**config.mk**
```make
export PLATFORM = sky130hd
export DESIGN_NAME = shift_reg_in_flat
export DESIGN_NICKNAME = d
export VERILOG_FILES = /design/src/rtl/shift_reg_in_pkg.sv /design/src/rtl/shift_reg_in_if.sv /design/src/rtl/shift_reg_in.sv /design/src/flat_wrapper.sv
export SDC_FILE = /design/constraint.sdc
export NUM_CORES = 1
export LEC_CHECK = 0
export CORE_MARGIN = 2
export CORE_UTILIZATION = 45
export CTS_CLUSTER_SIZE = 40
export DETAILED_ROUTE_END_ITERATION = 16
export GPL_ROUTABILITY_DRIVEN = 0
export PLACE_DENSITY = 0.77
export SYNTH_ARGS = -nofsm -noshare
export SYNTH_HDL_FRONTEND = slang
export SYNTH_SLANG_ARGS = --single-unit
```
**constraint.sdc**
```tcl
create_clock -name clk -period 1.7 [get_ports clk]
set_clock_uncertainty 0.15 [all_clocks]
set_input_delay 0.17 -clock clk [delete_from_list [all_inputs] [get_ports clk]]
set_output_delay 0.17 -clock clk [all_outputs]
set_load 0.05 [all_outputs]
```
**src/rtl/shift_reg_in_pkg.sv**
```systemverilog
// Shared constants and helpers for the spike link serializer/deserializer pair.
package shift_reg_in_pkg;

  // Width of the spike vector exchanged with the core.
  localparam int SPIKE_WIDTH = 16;

  // Bit w is set when a link width of w bits is supported (1, 2, 4, 8, 16).
  localparam logic [SPIKE_WIDTH:0] LEGAL_IO_WIDTH_MASK = 17'h10116;

  // True when io_width is one of the supported link widths.
  function automatic bit is_legal_io_width(int io_width);
    if (io_width < 1 || io_width > SPIKE_WIDTH) begin
      return 1'b0;
    end
    return LEGAL_IO_WIDTH_MASK[io_width];
  endfunction

  // Index of the last beat in a frame for a given link width.
  function automatic int cnt_max(int io_width);
    return SPIKE_WIDTH / io_width - 1;
  endfunction

endpackage

```
**src/rtl/shift_reg_in_if.sv**
```systemverilog
// Pad-side and core-side signal bundle of the spike link deserializer.
interface shift_reg_in_if
  import shift_reg_in_pkg::*;
#(
  parameter int IO_WIDTH = 8
);

  logic                   in_valid;
  logic [IO_WIDTH-1:0]    in_spike;
  logic                   bp;
  logic                   err_clr;
  logic                   in_valid_internal;
  logic [SPIKE_WIDTH-1:0] in_spike_internal;
  logic                   out_valid;
  logic [IO_WIDTH-1:0]    out_spike;
  logic                   err;

  // Driver side: pads and control feeding the deserializer.
  modport master (
    output in_valid, in_spike, bp, err_clr,
    input  in_valid_internal, in_spike_internal, out_valid, out_spike, err
  );

  // Deserializer side.
  modport slave (
    input  in_valid, in_spike, bp, err_clr,
    output in_valid_internal, in_spike_internal, out_valid, out_spike, err
  );

endinterface

```
**src/rtl/shift_reg_in.sv**
```systemverilog
// Spike link input deserializer: assembles IO_WIDTH-bit beats (low slice first)
// into a 16-bit spike vector, or forwards beats unchanged in bypass mode.
module shift_reg_in
  import shift_reg_in_pkg::*;
#(
  parameter int IO_WIDTH  = 8,
  parameter int CNT_WIDTH = 1,
  parameter int CNT_MAX   = cnt_max(IO_WIDTH)
) (
  input logic          clk,
  input logic          rst_n,
  shift_reg_in_if.slave bus
);

  if (!is_legal_io_width(IO_WIDTH)) begin : g_bad_io_width
    $error("shift_reg_in: IO_WIDTH %0d is not a supported link width", IO_WIDTH);
  end

  if ((1 << CNT_WIDTH) <= CNT_MAX) begin : g_bad_cnt_width
    $error("shift_reg_in: CNT_WIDTH %0d cannot count to %0d", CNT_WIDTH, CNT_MAX);
  end

  localparam logic [CNT_WIDTH-1:0] CNT_LAST = CNT_WIDTH'(CNT_MAX);

  logic [CNT_WIDTH-1:0]   cnt_q, cnt_d;
  logic [SPIKE_WIDTH-1:0] asm_q, asm_d;
  logic [SPIKE_WIDTH-1:0] spike_int_q, spike_int_d;
  logic                   valid_int_q, valid_int_d;
  logic                   err_q, err_d;
  logic                   out_valid_q, out_valid_d;
  logic [IO_WIDTH-1:0]    out_spike_q, out_spike_d;

  // Assembly word including the current beat; a full-width link needs no shifting.
  logic [SPIKE_WIDTH-1:0] frame_word;

  if (IO_WIDTH == SPIKE_WIDTH) begin : g_full_width
    assign frame_word = bus.in_spike;
  end else begin : g_shift
    assign frame_word = {bus.in_spike, asm_q[SPIKE_WIDTH-1:IO_WIDTH]};
  end

  // Next-state logic: bypass forwarding, beat assembly, frame completion and gap detection.
  always_comb begin
    cnt_d       = cnt_q;
    asm_d       = asm_q;
    spike_int_d = spike_int_q;
    valid_int_d = 1'b0;
    err_d       = err_q;
    out_valid_d = 1'b0;
    out_spike_d = '0;

    if (bus.err_clr) begin
      err_d = 1'b0;
    end

    if (bus.bp) begin
      out_valid_d = bus.in_valid;
      out_spike_d = bus.in_spike;
      cnt_d       = '0;
    end else if (bus.in_valid) begin
      asm_d = frame_word;
      if (cnt_q == CNT_LAST) begin
        cnt_d       = '0;
        spike_int_d = frame_word;
        valid_int_d = 1'b1;
      end else begin
        cnt_d = cnt_q + CNT_WIDTH'(1);
      end
    end else if (cnt_q != '0) begin
      cnt_d = '0;
      err_d = 1'b1;
    end
  end

  // State registers, cleared asynchronously so a partial frame never survives reset.
  always_ff @(posedge clk or negedge rst_n) begin
    if (!rst_n) begin
      cnt_q       <= '0;
      asm_q       <= '0;
      spike_int_q <= '0;
      valid_int_q <= 1'b0;
      err_q       <= 1'b0;
      out_valid_q <= 1'b0;
      out_spike_q <= '0;
    end else begin
      cnt_q       <= cnt_d;
      asm_q       <= asm_d;
      spike_int_q <= spike_int_d;
      valid_int_q <= valid_int_d;
      err_q       <= err_d;
      out_valid_q <= out_valid_d;
      out_spike_q <= out_spike_d;
    end
  end

  assign bus.in_valid_internal = valid_int_q;
  assign bus.in_spike_internal = spike_int_q;
  assign bus.out_valid         = out_valid_q;
  assign bus.out_spike         = out_spike_q;
  assign bus.err               = err_q;

endmodule

```
**src/flat_wrapper.sv**
```systemverilog
// flat-port wrapper written by rule: the top's interface ports become plain ports
module shift_reg_in_flat import shift_reg_in_pkg::*;
#(
  parameter int IO_WIDTH  = 8,
  parameter int CNT_WIDTH = 1,
  parameter int CNT_MAX   = cnt_max(IO_WIDTH)
)
  (clk, rst_n, bus_in_valid, bus_in_spike, bus_bp, bus_err_clr, bus_in_valid_internal, bus_in_spike_internal, bus_out_valid, bus_out_spike, bus_err);
  shift_reg_in_if #(.IO_WIDTH(IO_WIDTH)) bus_i ();
  input logic clk;
  input logic rst_n;
  input wire logic [$bits(bus_i.in_valid)-1:0] bus_in_valid;
  input wire logic [$bits(bus_i.in_spike)-1:0] bus_in_spike;
  input wire logic [$bits(bus_i.bp)-1:0] bus_bp;
  input wire logic [$bits(bus_i.err_clr)-1:0] bus_err_clr;
  output wire logic [$bits(bus_i.in_valid_internal)-1:0] bus_in_valid_internal;
  output wire logic [$bits(bus_i.in_spike_internal)-1:0] bus_in_spike_internal;
  output wire logic [$bits(bus_i.out_valid)-1:0] bus_out_valid;
  output wire logic [$bits(bus_i.out_spike)-1:0] bus_out_spike;
  output wire logic [$bits(bus_i.err)-1:0] bus_err;
  assign bus_i.in_valid = bus_in_valid;
  assign bus_i.in_spike = bus_in_spike;
  assign bus_i.bp = bus_bp;
  assign bus_i.err_clr = bus_err_clr;
  assign bus_in_valid_internal = bus_i.in_valid_internal;
  assign bus_in_spike_internal = bus_i.in_spike_internal;
  assign bus_out_valid = bus_i.out_valid;
  assign bus_out_spike = bus_i.out_spike;
  assign bus_err = bus_i.err;
  shift_reg_in #(.IO_WIDTH(IO_WIDTH), .CNT_WIDTH(CNT_WIDTH), .CNT_MAX(CNT_MAX)) u_core (.clk(clk), .rst_n(rst_n), .bus(bus_i));
endmodule
```
==> impl_metrics.yaml, run 1 <==
drt:
  remaining_drc_errors: 0
  routed_wirelength_um: 2280
  via_per_inst: 4.89
  route.vias.total: 777
  drt_iter0_markers: 6
  wl_per_cell_um: 14.4
  drt.antenna.violating_nets: 0
  drtPass1Iterations: 2
die:
  fp.dieH_um: 58.4
  die_w_um: 58.4
  num_rows: 19
  die_area_um2: 3410
  core-area_um2: 2780
  start_util: 0.479
  io_pins: 40
cts:
  cts-root-buf: "clkbuf_4"
  numCtsBuffers: 5
  cts_tree: "done"
  clk_latency_ns: 0.33
  htreeDepth: 2
  clk_pin_slew_ns: 0.10
  clk_path_buf_depth: 2
  cts-resized-gates: 0
  cts_sinks: 36
yosys:
  synth_nets: 92
  synth_fa_ha_area_frac: 0
  synth_top_family_by_area: "multiplexers"
  yosys-mux-area-fraction: 0.228
  netlist_instances: 79
  synth_compound_area_frac: 0.00658
  yosys.area.top_type: "dfrtp_1"
  netlist_area_um2: 1330
  synth-xor-area-share: 0
  yosysTopAreaCellShare: 0.677
  syn_avg_cell_area_um2: 16.9
  yosysWarnings: 0
  synthTopCellsByArea: "dfrtp_1 (68%), mux2_2 (13%), mux2_4 (10%)"
  yosysSeqAreaShare: 0.677
  yosysUniqueCellTypes: 12
  ys_ff_latch: 36
  synth_simple_gate_area_frac: 0.0648
critical_path:
  startpoint: "u_core.cnt_q"
  r2r-end: "u_core.bus.in_spike_internal[13]"
  cp-endpoint: "u_core.bus.in_spike_internal[13]"
  crit_required_ns: 1.76
  cpPeakStageDelay_ns: 0.44
  criticalPathCategory: "flop to flop"
  critical-path-slowest-cell: "dfrtp_1"
  critPathCaptureType: "flop"
  startpoint_type: "flop"
  critPathMaxFanout: 17
  cp_top_family: "flip-flops"
  r2r_slack_ns: 0.34
  worst_r2r_path_depth: 2
  crit_arrival_ns: 1.43
  r2r_start: "u_core.cnt_q"
  path_buf_inv: 0
  crit_cells: 2
  worstPathCellList: "nand3b_4 > mux2_2"
place:
  dp_cells: 150
  dp_hpwl_um: 1640
  io_buffers: 39
  place_ws_ns: -0.0229
sta:
  hold_viol_final: 0
  setup_ws_ns: 0.339
  period_minus_slack_ns: 1.36
  tightest_slew_ns: 0.434
  relSlewSlack: 0.711
  setup_viol: 0
  rsz0062_at_grt: "no"
  fmax_mhz: 735
  drv_slew: 0
  min_period_over_period: 0.801
global_routing:
  busiest_layer: "met2"
  met3_usage: 0.0769
  grt_pass1_vias: 782
  grt_max_degree: 21
  use_met1: 0.185
  use_met2: 0.249
  antenna_found_initial: 0
  grt_first_pass_wirelength_um: 3790
  track_usage: 0.160
  gr-total-overflow: 0
power_and_ir_drop:
  swShare: 0.364
  power_frac_clock: 0.187
  p_switching_w: 0.000880
  p_leak_nw: 0.901
  power_frac_seq: 0.448
  intPower_w: 0.00154
  combPwrFrac: 0.364
  p_total_w: 0.00242
  vdd_drop_max_mv: 0.983
  power_per_cell_area_nw_per_um2: 1360
cells_and_area:
  fill_cells: 208
  syn_to_final_growth_pct: 33.6
  final-seq-area_um2: 901
  final_cells: 159
  final_nets: 140
  multi_input_area_um2: 399
  final_layout_size_suffix_gt1_frac: 0.492
  antennaDiodeCount: 0
min_path:
  worstHoldPathType: "input pin to asynchronous set/reset pin"
run:
  cap_violations: 0
run_status:
  status: "completed"
## logic make-up after synthesis
group,after synthesis
flops,36
mux,24
simple gates,12
buf+inv,6
compound gates,1
## registers in the layout, indices dropped and copies added (netlist names)
signal / flops
u_core.bus.in_spike_internal: 16
u_core.asm_q: 8
u_core.bus.out_spike: 8
u_core.bus.err: 1
u_core.bus.in_valid_internal: 1
u_core.bus.out_valid: 1
u_core.cnt_q: 1
## area by class of cell
cell class              instances  share of cell area
multi-input cells              37               0.224
flip-flops and latches         36               0.506
repair buffers                 44               0.208
inverters                       3             0.00633
well taps                      31              0.0218
clock buffers                   8              0.0331
## how the worst min path moves through the flow
stage / from / endpoint / cells past startpoint
5_1_grt: rst_n / u_core.asm_q[14] / 2
3_3_place_gp: rst_n / u_core.bus.out_spike[3] / 1
6_report: rst_n / u_core.asm_q[14] / 2
2_1_floorplan: rst_n / u_core.asm_q[10] / 0
4_1_cts: rst_n / u_core.bus.out_spike[3] / 2
3_5_place_dp: rst_n / u_core.bus.out_spike[3] / 1
## what timing repair did
action | 4_1_cts | 5_1_grt
buffers inserted | 0 | 0
hold endpoints to repair | 19 | 0
hold buffers | 1 | 0
## cells in the mapped netlist, drive strengths merged
cell type,count
nand2b,1
nor2,1
o32ai,1
inv,3
buf,2
nand3b,1
and2,9
mux2,24
clkbuf,1
dfrtp,36
## worst register-to-register path: stages (launching register included)
cell and delay [ns]:
dfrtp_1 0.44, nand3b_4 0.28, mux2_2 0.38
## metrics by stage
step | util | hold WS, ns | area, um^2 | TNS, ns
after detailed placement | 0.615 | -0.00938 | 1710 | -0.136
after global placement | 0.615 | -0.0250 | 1710 | 0
after floorplan | - | -0.276 | 1330 | 0
after CTS | 0.640 | 0.157 | 1780 | 0
final | 0.640 | 0.151 | 1780 | 0
after global routing | 0.640 | 0.149 | 1780 | 0
## cells in the final DEF (no fill, tap or decap)
| cell | n |
|---|---|
| o32ai_1 | 1 |
| buf_2 | 1 |
| buf_12 | 1 |
| buf_4 | 30 |
| clkbuf_8 | 1 |
| mux2_2 | 15 |
| nand3b_4 | 1 |
| clkdlybuf4s50_1 | 11 |
| nor2_1 | 1 |
| inv_1 | 3 |
| nand2b_1 | 1 |
| dlygate4sd3_1 | 1 |
| and2_1 | 9 |
| clkbuf_1 | 2 |
| mux2_4 | 9 |
| dfrtp_1 | 36 |
| clkbuf_4 | 5 |
## power groups by stage
stage	Clock [W]	Sequential, W	Combinational [W]
floorplan	0	0.00151	0.000176
global placement	0	0.00110	0.000876
detailed placement	0	0.00110	0.000890
CTS	0.000482	0.00109	0.000891
global route	0.000528	0.00110	0.000920
finish	0.000453	0.00108	0.000880
## per-layer routing
metal	wire length [um]	vias up	share of wire
met5	0	-	0
met4	54	0	0.024
met3	153	4	0.067
met2	1140	29	0.50
met1	933	378	0.41
li1	-	366	-
Power figures use the tool's default switching activity.
==> run 2, diff against run 1 <==
==> constraint.sdc (replaced) <==
create_clock -name clk -period 1.28 [get_ports clk]
set_clock_uncertainty 0.15 [all_clocks]
set_input_delay 0.128 -clock clk [delete_from_list [all_inputs] [get_ports clk]]
set_output_delay 0.128 -clock clk [all_outputs]
set_load 0.05 [all_outputs]
==> run 2 against run 1 <==
Compared with the run above:
- the run now ends with negative setup slack left
- power is 58% higher
- sequential power grew 43%
- maximum frequency up 6.0%
- clock-buffer cell count shrank 1
- combinational power is 83% higher
- via count grew 7.2%
- sequential share of layout area decreased by 9.6 points
- utilization grew 15 points
- worst setup slack got worse by 0.34 ns
- critical path type unchanged
==> impl_metrics.yaml, run 2 (synthesis gave the netlist of run 1 again) <==
critical_path:
  crit_required_ns: 1.35
  r2r_start: "u_core.cnt_q"
  path_buf_inv: 1
  critical-path-slowest-cell: "dfrtp_1"
  cpPeakStageDelay_ns: 0.42
  r2r_slack_ns: -0.004
  critPathCaptureType: "flop"
  startpoint: "u_core.cnt_q"
  startpoint_type: "flop"
  worst_r2r_path_depth: 3
  r2r-end: "u_core.bus.in_spike_internal[0]"
  cp_top_family: "flip-flops"
  crit_arrival_ns: 1.36
  crit_cells: 3
  worstPathCellList: "nand3b_4 > buf_12 > mux2_2"
  cp-endpoint: "u_core.bus.in_spike_internal[0]"
  critPathMaxFanout: 8
  criticalPathCategory: "flop to flop"
cells_and_area:
  final_common_cell: "dfrtp_1"
  antennaDiodeCount: 0
  mostFrequentLayoutCells: "dfrtp_1 (36), buf_12 (29), mux2_4 (12), mux2_2 (12), clkdlybuf4s50_1 (11)"
  final_layout_size_suffix_gt1_frac: 0.519
  final_nets: 144
  final_util: 0.789
  syn_to_final_growth_pct: 64.8
  largest_reg_flops: 16
sta:
  tightest_slew_ns: 0.440
  fmax_mhz: 779
  setup_ws_ns: -0.00447
  hold_viol_final: 0
  rsz0062_at_grt: "yes"
  relSlewSlack: 0.706
  min_period_over_period: 1.00
  period_minus_slack_ns: 1.28
  drv_slew: 0
  setup_viol: 4
min_path:
  worstHoldPathType: "input pin to asynchronous set/reset pin"
cts:
  clk_path_buf_depth: 2
  numCtsBuffers: 5
  clk_latency_ns: 0.33
  cts_tree: "done"
  cts-root-buf: "clkbuf_4"
  cts_sinks: 36
  htreeDepth: 2
  clk_pin_slew_ns: 0.10
power_and_ir_drop:
  p_switching_w: 0.00131
  power_frac_seq: 0.405
  power_per_cell_area_nw_per_um2: 1740
  swShare: 0.344
  combPwrFrac: 0.422
  vdd_drop_max_mv: 1.38
  p_leak_nw: 1.06
  p_total_w: 0.00381
  power_frac_clock: 0.173
  intPower_w: 0.00250
die:
  fp.dieH_um: 58.4
  num_rows: 19
  start_util: 0.479
  core-area_um2: 2780
  die_area_um2: 3410
  die_w_um: 58.4
  io_pins: 40
drt:
  route.vias.total: 833
  drtPass1Iterations: 5
  wl_per_cell_um: 17.4
  routed_wirelength_um: 2820
  remaining_drc_errors: 0
  via_per_inst: 5.14
  drt.antenna.violating_nets: 0
  drt_iter0_markers: 10
place:
  io_buffers: 39
  dp_hpwl_um: 1870
global_routing:
  antenna_found_initial: 0
  grt_max_degree: 37
  grt_pass1_vias: 865
  track_usage: 0.186
  grt_first_pass_wirelength_um: 4420
  gr-total-overflow: 0
run_status:
  status: "finished with violations"
  failed_checks: "negative setup slack"
run:
  cap_violations: 0
==> run 2: area by class of cell <==
cell class,instances,area (um^2)
multi-input combinational,37,410
fill,163,587
sequential,36,901
tap,31,38.8
inverter,3,11.3
clock buffer,7,65.1
timing repair buffer,48,768
==> run 2: power groups by stage <==
| stage | Sequential, W | Combinational (W) | Clock (W) |
|---|---|---|---|
| 6_report | 0.00154 | 0.00161 | 0.000660 |
| 5_1_grt | 0.00156 | 0.00166 | 0.000739 |
| 2_1_floorplan | 0.00201 | 0.000234 | 0 |
| 4_1_cts | 0.00154 | 0.00161 | 0.000681 |
| 3_3_place_gp | 0.00155 | 0.00156 | 0 |
| 3_5_place_dp | 0.00156 | 0.00159 | 0 |
==> run 2: worst min-delay path by stage <==
stage	start	endpoint	slack (ns)	depth (start not counted)
floorplan	rst_n	u_core.asm_q[10]	-0.32	0
global placement	rst_n	u_core.bus.out_spike[3]	0.03	2
detailed placement	rst_n	u_core.bus.out_valid	0.04	2
CTS	rst_n	u_core.bus.out_valid	0.20	3
global route	rst_n	u_core.bus.out_spike[3]	0.22	3
finish	rst_n	u_core.asm_q[12]	0.20	3
==> run 2: routing by layer <==
metal / wire length, um / GRT usage
met1: 1050 / 0.212
met2: 1540 / 0.310
met3: 201 / 0.0835
met4: 23 / 0.0698
met5: 0 / 0
==> run 2: repair_timing <==
| item | CTS | global route |
|---|---|---|
| buffers inserted | 2 | 0 |
| endpoints found under the hold margin | 36 | 0 |
| cloned | 0 | 1 |
| setup endpoints to repair | 16 | 12 |
| hold buffers | 1 | 0 |
| resized for setup | 2 | 1 |
| pin swaps | 0 | 0 |
==> run 2: per-stage QoR <==
step                instances  instance area, um^2  setup WS [ns]  hold slack, ns  setup TNS (ns)
floorplan                  79                 1330         0.0132          -0.318               0
global placement          151                 2060         -0.353          0.0297           -7.72
detailed placement        151                 2060         -0.388          0.0361           -8.71
CTS                       161                 2170        -0.0184           0.198         -0.0715
global route              162                 2190        -0.0258           0.215          -0.186
finish                    162                 2190       -0.00447           0.202        -0.00837
==> run 2: worst reg2reg max path, delay by kind of cell, from the launching register on <==
family                 cells  cell delay [ns]
buffers and inverters      1             0.14
muxes                      1             0.34
and+or+nand+nor            1             0.12
DFF                        1             0.42
==> run 3, diff against run 2 <==
--- a/config.mk
+++ b/config.mk
@@ -11,6 +11,7 @@
 export DETAILED_ROUTE_END_ITERATION = 16
 export GPL_ROUTABILITY_DRIVEN = 0
 export PLACE_DENSITY = 0.77
+export REMOVE_ABC_BUFFERS = 1
 export SYNTH_ARGS = -nofsm -noshare
 export SYNTH_HDL_FRONTEND = slang
 export SYNTH_SLANG_ARGS = --single-unit
==> run 3 against run 2 <==
Compared with the run above:
- worst setup slack got worse by 0.0087 ns
- global-route usage rose by 0.79 points
- flip-flop and latch count did not move
- sequential share of layout area rose by 0.070 points
- maximum frequency fell by 0.67%
- largest power group unchanged
- die area did not move
- register-to-register slack barely moved
- clock power fell by 2%
- the flow finishes with violations (negative hold slack, negative setup slack)
- worst hold slack got worse by 0.21 ns
- cell count rose by 0.62%
==> impl_metrics.yaml, run 3 (synthesis gave the netlist of run 1 again) <==
run_status:
  status: "finished with violations"
  failed_checks: "negative hold slack, negative setup slack"
cells_and_area:
  final_area_um2: 2190
  final_nets: 144
  final_layout_size_suffix_gt1_frac: 0.515
  syn_to_final_growth_pct: 64.6
  fill_cells: 161
  mostFrequentLayoutCells: "dfrtp_1 (36), buf_12 (29), mux2_4 (14)"
  antennaDiodeCount: 0
  final_common_cell: "dfrtp_1"
  largest_reg_flops: 16
die:
  die_area_um2: 3410
  core-area_um2: 2780
  fp.dieH_um: 58.4
  start_util: 0.479
  die_w_um: 58.4
  io_pins: 40
  num_rows: 19
power_and_ir_drop:
  vdd_drop_max_mv: 1.48
  swShare: 0.352
  intPower_w: 0.00247
  p_leak_nw: 1.08
  p_switching_w: 0.00134
  combPwrFrac: 0.425
  power_per_cell_area_nw_per_um2: 1740
  power_frac_seq: 0.406
  power_frac_clock: 0.170
critical_path:
  crit_arrival_ns: 1.37
  worst_r2r_path_depth: 3
  crit_required_ns: 1.35
  critical-path-slowest-cell: "dfrtp_1"
  startpoint_type: "flop"
  criticalPathCategory: "flop to flop"
  critPathCaptureType: "flop"
  critPathMaxFanout: 4
  cpPeakStageDelay_ns: 0.43
  worstPathCellList: "nand3b_4 > buf_4 > mux2_2"
run:
  cap_violations: 0
sta:
  hold_viol_final: 1
  hold_ws_ns: -0.00313
  period_minus_slack_ns: 1.29
  fmax_mhz: 773
  drv_slew: 0
  relSlewSlack: 0.702
  rsz0062_at_grt: "yes"
  tightest_slew_ns: 0.447
  min_period_over_period: 1.01
  setup_viol: 1
  setup_ws_ns: -0.0132
cts:
  cts_sinks: 36
  clk_pin_slew_ns: 0.10
  numCtsBuffers: 5
  clk_latency_ns: 0.35
  clk_path_buf_depth: 2
  htreeDepth: 2
  cts-root-buf: "clkbuf_4"
  cts_tree: "done"
drt:
  via_per_inst: 5.17
  drt.antenna.violating_nets: 0
  drtPass1Iterations: 3
  remaining_drc_errors: 0
  routed_wirelength_um: 2990
  drt_iter0_markers: 10
  route.vias.total: 842
  wl_per_cell_um: 18.3
global_routing:
  gr-total-overflow: 0
  use_met1: 0.257
  grt_first_pass_wirelength_um: 4700
  grt_max_degree: 20
  antenna_found_initial: 0
  busiest_layer: "met2"
  track_usage: 0.194
  grt_pass1_vias: 924
  use_met2: 0.302
  met3_usage: 0.0440
place:
  io_buffers: 39
  place_ws_ns: -0.388
  placed_area_um2: 2060
  dp_hpwl_um: 1830
min_path:
  hold_path_depth: 2
  worstHoldPathType: "input pin to flop"
-- run 3: changes by cell type in the layout (fill, tap and decap cells not counted), sizes merged --
cell           before  now
buf                35   36
dlymetal6s2s        0    2
clkdlybuf4s50      11    9
-- run 3: path summary, 6_finish.rpt --
kind                                       from                              end  slack [ns]
worst max-delay path               u_core.cnt_q  u_core.bus.in_spike_internal[0]       -0.01
worst min-delay path                     bus_bp             u_core.bus.out_valid      -0.003
worst max register to register     u_core.cnt_q  u_core.bus.in_spike_internal[0]       -0.01
worst min register to register  u_core.asm_q[9]  u_core.bus.in_spike_internal[1]        0.37
max in group asynchronous                 rst_n                 u_core.asm_q[12]        0.41
min in group asynchronous                 rst_n  u_core.bus.in_spike_internal[2]        0.10
-- run 3: area by class of cell --
cell class	count	area, um^2	share of cell area
flip-flops and latches	36	901	0.411
repair buffers	48	756	0.345
multi-input cells	37	425	0.194
clock buffers	8	58.8	0.0268
well taps	31	38.8	0.0177
inverters	3	11.3	0.00514
-- run 3: per-layer routing --
metal,vias to the layer above,routed length (um)
li1,368,-
met1,436,1260
met2,33,1540
met3,5,143
met4,0,42
met5,-,0
-- run 3: power by group through the flow --
stage	registers, W	clock network, W	logic [W]
final	0.00155	0.000647	0.00162
after global routing	0.00157	0.000703	0.00167
after CTS	0.00154	0.000648	0.00159
after detailed placement	0.00156	0	0.00158
after global placement	0.00155	0	0.00156
after floorplan	0.00201	0	0.000228
-- run 3: worst max-delay path, delay by kind of cell (launching register included) --
family	cells	cell delay, ns
buffers and inverters	1	0.15
and+or+nand+nor	1	0.12
DFF	1	0.43
muxes	1	0.34
-- run 3: repair_timing --
item,CTS,global route
gates resized for setup,0,8
hold buffers,1,0
hold endpoints to repair,36,0
setup buffers,3,0
setup endpoints to repair,16,20
-- run 3: through the flow --
stage / hold WS, ns / utilization / instances / total power (W) / setup TNS (ns)
5_1_grt: 0.00359 / 0.788 / 163 / 0.00395 / -0.246
6_report: -0.00313 / 0.788 / 163 / 0.00381 / -0.0132
4_1_cts: 0.106 / 0.776 / 163 / 0.00378 / 0
2_1_floorplan: -0.318 / - / 76 / 0.00224 / 0
3_3_place_gp: -0.0646 / 0.739 / 151 / 0.00311 / -7.35
3_5_place_dp: -0.0552 / 0.739 / 151 / 0.00314 / -8.47
